`src/rtl/stepper_pulse_generator.sv`:
```
// Dual-axis step/direction pulse generator: latches a relative move on a dataReady rising edge
// and emits CLK_DIV-spaced, PULSE_WIDTH-wide step pulses on both axes, starting together.
module stepper_pulse_generator #(
  parameter int CLK_DIV     = 50000,
  parameter int PULSE_WIDTH = 100,
  parameter int DIR_SETUP   = 50
) (
  input  logic       clk,
  input  logic       reset,
  input  logic       dataReady,
  input  logic [7:0] steps1,
  input  logic [7:0] steps2,
  input  logic       dir1,
  input  logic       dir2,
  output logic       step1Out,
  output logic       step2Out,
  output logic       dir1Out,
  output logic       dir2Out,
  output logic       stepperReady,
  output logic       cmdDropped
);

  // One counter serves both the direction-setup wait and the step period.
  localparam int CNT_MAX = (CLK_DIV > DIR_SETUP) ? CLK_DIV : DIR_SETUP;
  localparam int CW      = $clog2(CNT_MAX);
  localparam logic [CW-1:0] DIV_LAST   = CW'(CLK_DIV - 1);
  localparam logic [CW-1:0] SETUP_LAST = CW'(DIR_SETUP - 1);
  localparam logic [CW-1:0] PW_LAST    = CW'(PULSE_WIDTH - 1);

  typedef enum logic [1:0] {IDLE, SETUP, RUN, DONE} state_t;

  state_t        state, state_nxt;
  logic [CW-1:0] cnt, cnt_nxt;
  logic [7:0]    rem1, rem1_nxt, rem2, rem2_nxt;
  logic          step1_nxt, step2_nxt, dir1_nxt, dir2_nxt, ready_nxt, dropped_nxt;
  logic          dready_prev;
  logic          edge_det;

  assign edge_det = dataReady & ~dready_prev;

  always_ff @(posedge clk) begin
    if (reset) begin
      state        <= IDLE;
      cnt          <= '0;
      rem1         <= '0;
      rem2         <= '0;
      dready_prev  <= 1'b0;
      step1Out     <= 1'b0;
      step2Out     <= 1'b0;
      dir1Out      <= 1'b0;
      dir2Out      <= 1'b0;
      stepperReady <= 1'b1;
      cmdDropped   <= 1'b0;
    end else begin
      state        <= state_nxt;
      cnt          <= cnt_nxt;
      rem1         <= rem1_nxt;
      rem2         <= rem2_nxt;
      dready_prev  <= dataReady;
      step1Out     <= step1_nxt;
      step2Out     <= step2_nxt;
      dir1Out      <= dir1_nxt;
      dir2Out      <= dir2_nxt;
      stepperReady <= ready_nxt;
      cmdDropped   <= dropped_nxt;
    end
  end

  always_comb begin
    state_nxt   = state;
    cnt_nxt     = cnt;
    rem1_nxt    = rem1;
    rem2_nxt    = rem2;
    step1_nxt   = step1Out;
    step2_nxt   = step2Out;
    dir1_nxt    = dir1Out;
    dir2_nxt    = dir2Out;
    ready_nxt   = stepperReady;
    dropped_nxt = edge_det && (state != IDLE);

    case (state)
      IDLE: begin
        if (edge_det) begin
          rem1_nxt  = steps1;
          rem2_nxt  = steps2;
          dir1_nxt  = dir1;
          dir2_nxt  = dir2;
          ready_nxt = 1'b0;
          cnt_nxt   = '0;
          state_nxt = SETUP;
        end
      end
      SETUP: begin
        if (cnt == SETUP_LAST) begin
          cnt_nxt = '0;
          if (rem1 == 8'd0 && rem2 == 8'd0) begin
            state_nxt = DONE;
          end else begin
            // Entering RUN at count 0 fires the first pulse on this same edge.
            state_nxt = RUN;
            if (rem1 != 8'd0) begin
              step1_nxt = 1'b1;
              rem1_nxt  = rem1 - 8'd1;
            end
            if (rem2 != 8'd0) begin
              step2_nxt = 1'b1;
              rem2_nxt  = rem2 - 8'd1;
            end
          end
        end else begin
          cnt_nxt = cnt + CW'(1);
        end
      end
      RUN: begin
        if (cnt == DIV_LAST) begin
          cnt_nxt = '0;
          if (rem1 == 8'd0 && rem2 == 8'd0) begin
            state_nxt = DONE;
          end else begin
            if (rem1 != 8'd0) begin
              step1_nxt = 1'b1;
              rem1_nxt  = rem1 - 8'd1;
            end
            if (rem2 != 8'd0) begin
              step2_nxt = 1'b1;
              rem2_nxt  = rem2 - 8'd1;
            end
          end
        end else begin
          cnt_nxt = cnt + CW'(1);
          if (cnt == PW_LAST) begin
            step1_nxt = 1'b0;
            step2_nxt = 1'b0;
          end
        end
      end
      DONE: begin
        state_nxt = IDLE;
        ready_nxt = 1'b1;
      end
      default: state_nxt = IDLE;
    endcase
  end

endmodule
```
`config.mk`:
```
export PLATFORM = sky130hd
export DESIGN_NAME = stepper_pulse_generator
export DESIGN_NICKNAME = d
export VERILOG_FILES = /design/src/rtl/stepper_pulse_generator.sv
export SDC_FILE = /design/constraint.sdc
export NUM_CORES = 1
export LEC_CHECK = 0
export CAP_MARGIN = 20
export CORE_AREA = 2 2 119 63
export DETAILED_ROUTE_END_ITERATION = 7
export DIE_AREA = 0 0 121 65
export GPL_ROUTABILITY_DRIVEN = 1
export PLACE_DENSITY = 0.66
export SLEW_MARGIN = 5
export SYNTH_ARGS = -nofsm -noshare
export SYNTH_HDL_FRONTEND = slang
export SYNTH_SLANG_ARGS = --single-unit
```
`constraint.sdc`:
```
create_clock -name clk -period 3.7 [get_ports clk]
set_input_delay 1.11 -clock clk [delete_from_list [all_inputs] [get_ports clk]]
set_output_delay 1.11 -clock clk [all_outputs]
set_load 0.03 [all_outputs]
```
==> metrics.txt <==
worst-path cell chain=clkdlybuf4s50_1 > nand2b_1 > a21oi_1 > nand3_4 > or3_1 > o32ai_1; sequential-to-total area share from yosys stat=between 30% and 40%; Layout Nets=346; layout cells sized above 1=5.38%; H-tree depth=2; critical path type=in2reg; post-synthesis adder-cell area fraction=5.32%; GRT overflow=0; vias in the first global route=around 2000; Placement Cell Area=around 0.0027 sq mm; final instance area=0.00291 sq mm; Crit path required time=approximately 3.9 ns; dpl hpwl=between 4000 and 5000 um; Worst Hold Class=reg2reg; Yosys top cell area share=between 30% and 40%; Die Area=0.00787 sq mm; Vias=between 2000 and 2500; fin cells=412; CP Max Fanout=17; Gates resized, CTS repair=0; Area contributors post-synth=dfxtp_1 35%, a21oi_1 5.5%, ha_1 5.3%; syn nets=321; Worst-Margin Slew=between 0.8 and 0.9 ns; count leader, synth=dfxtp_1; simple-gate area share of the yosys netlist=between 20 and 30%; power per cell area=just under 800 mW/mm^2; Synth Instances=290; largest net degree at the start of global routing=24; DIE HEIGHT=about 65 um; yosys warns=0; CTS tree=built; CP Capture Type=register; Synth Area per Inst=8.12 sq um; RD Place Congestion=~0.89; drc violations=0; setup slack after layout=~0.75 ns; Clk pin slew, worst setup/hold paths=around 0.06 ns; total power=between 2 and 2.5 mW; clock latency on the worst-skew pair=just under 0.3 ns; Wirelength per Cell=around 15 um; CTS Buf Count=5; Fin. Hold Viols=0; total of max-cap violations=0; f_max=0.339 GHz; core area=~0.0070 sq mm; global-route wire length before repair=slightly above 10000 um; Starting Density=around 34%; drt initial violations=224; CTS sink count=41; Setup WS pre-CTS=0.491 ns; Mapped Area=~0.0024 sq mm; synthesized flop and latch total=just over 40; Main synth FF type=dfxtp_1; post-synthesis compound-gate area fraction=19.9%; crit path time final=approximately 3 ns; num rows=22; Global Route Usage Sum=between 15 and 20%; RSZ-0062 raised after global routing=no; P_leak=around 1.0 nW; antenna violation net count after detailed routing=0; clk buf depth=2; startpoint types=input pin; multiplexer share of the synthesized area=under 10%; WP data arrival=between 3 and 4 ns; initial antenna violation count=0; main combinational cell family by area after synthesis=simple AND/OR/NAND/NOR gates; Post-synth top cells=41 x dfxtp_1, 32 x nor2_1, 28 x nand2_1; Vias/cell=roughly 5.4; Crit-path slowest cell=or3_1; outcome=complete, no violations; port bufs=26; die width=between 100 and 150 um; Post-synth ARST share=0%; Antenna diodes=0; area leader, netlist=dfxtp_1; Max Slew Vio Count=0; Worst VDD drop=0.000318 V; Area Growth Syn to Fin=23.6%; Boundary Pins=27; xor and xnor area share after synthesis=between 4 and 5%; Inst Count DP=just over 400; final wirelength=6240 um; Final setup viols=0; # Post-CTS Setup Buffers=0; setup_tns=0 ns; Pre-Repair DR Iteration Count=5; max_slew headroom=between 40% and 50%; fin crit share=79.8%; Setup Skew=a little under 0.006 ns; max incr delay on CP=~0.54 ns; hold buffers post-CTS=0; Cell variety after synth=47; Post-synth EDFFs=0; CTS Root Cell=clkbuf_16
## area by class of cell
cell class / instances / area, sq um
timing repair buffer: 31 / 298
sequential: 41 / 821
clock inverter: 3 / 65.1
clock buffer: 5 / 125
multi-input combinational: 221 / 1420
tap: 96 / 120
inverter: 15 / 56.3
fill: 709 / 4060
## power by group
group	internal [mW]	switching (mW)	leakage (nW)	total, mW
logic	0.414	0.712	0.620	1.13
registers	0.526	0.0774	0.334	0.604
clock network	0.385	0.183	0.0938	0.569
## final timing paths
check        startpoint  cells past startpoint        to  slack (ns)
min reg2reg    step2Out                      2  step2Out        0.46
min            step2Out                      2  step2Out        0.46
max           dataReady                      6   rem2[2]        0.75
max reg2reg      cnt[7]                      5   rem2[2]        1.21
## state kept, by name, indices dropped and copies added (netlist names)
register,count
cnt,16
rem1,8
rem2,8
state,2
cmdDropped,1
dir1Out,1
dir2Out,1
dready_prev,1
step1Out,1
step2Out,1
stepperReady,1
## worst max-delay path, delay by kind of cell
| family | cells | cell delay, ns |
|---|---|---|
| simple gates | 3 | 0.97 |
| compound gates | 2 | 0.56 |
| buf+inv | 1 | 0.50 |
## layout by cell type, fill, tap and decap left out, types with 5 or more instances in the layout
cell	n
dfxtp_1	41
nor2_1	32
nand2_1	28
a21oi_1	26
clkdlybuf4s50_1	26
inv_1	15
nor3_1	11
ha_1	10
and3_1	9
o32ai_1	9
xor2_1	7
nand3_1	7
xnor2_1	6
nand4_1	6
nor2b_1	6
o211ai_1	6
mux2i_1	6
clkbuf_16	5
buf_4	5
## metrics by stage
stage                     utilization (%)  hold WS [ns]
after floorplan                         -         0.448
after global placement               39.0         0.451
after detailed placement             39.0         0.459
after CTS                            41.8         0.467
after global routing                 41.8         0.476
final                                41.8         0.462
## routing by layer
| metal | wire length, um | track usage, % | vias up |
|---|---|---|---|
| met5 | 0 | 0 | - |
| met4 | 68 | 5.52 | 0 |
| met2 | 2200 | 18.9 | 80 |
| met3 | 435 | 4.05 | 8 |
| li1 | - | - | 1109 |
| met1 | 3530 | 28.8 | 1038 |
## cell families after synthesis
| family | after synthesis |
|---|---|
| fa+ha+maj | 10 |
| xor+xnor | 13 |
| simple gates | 125 |
| flops | 41 |
| buf+inv | 28 |
| compound gates | 67 |
| mux | 6 |
(Power assumes the default switching activity.)
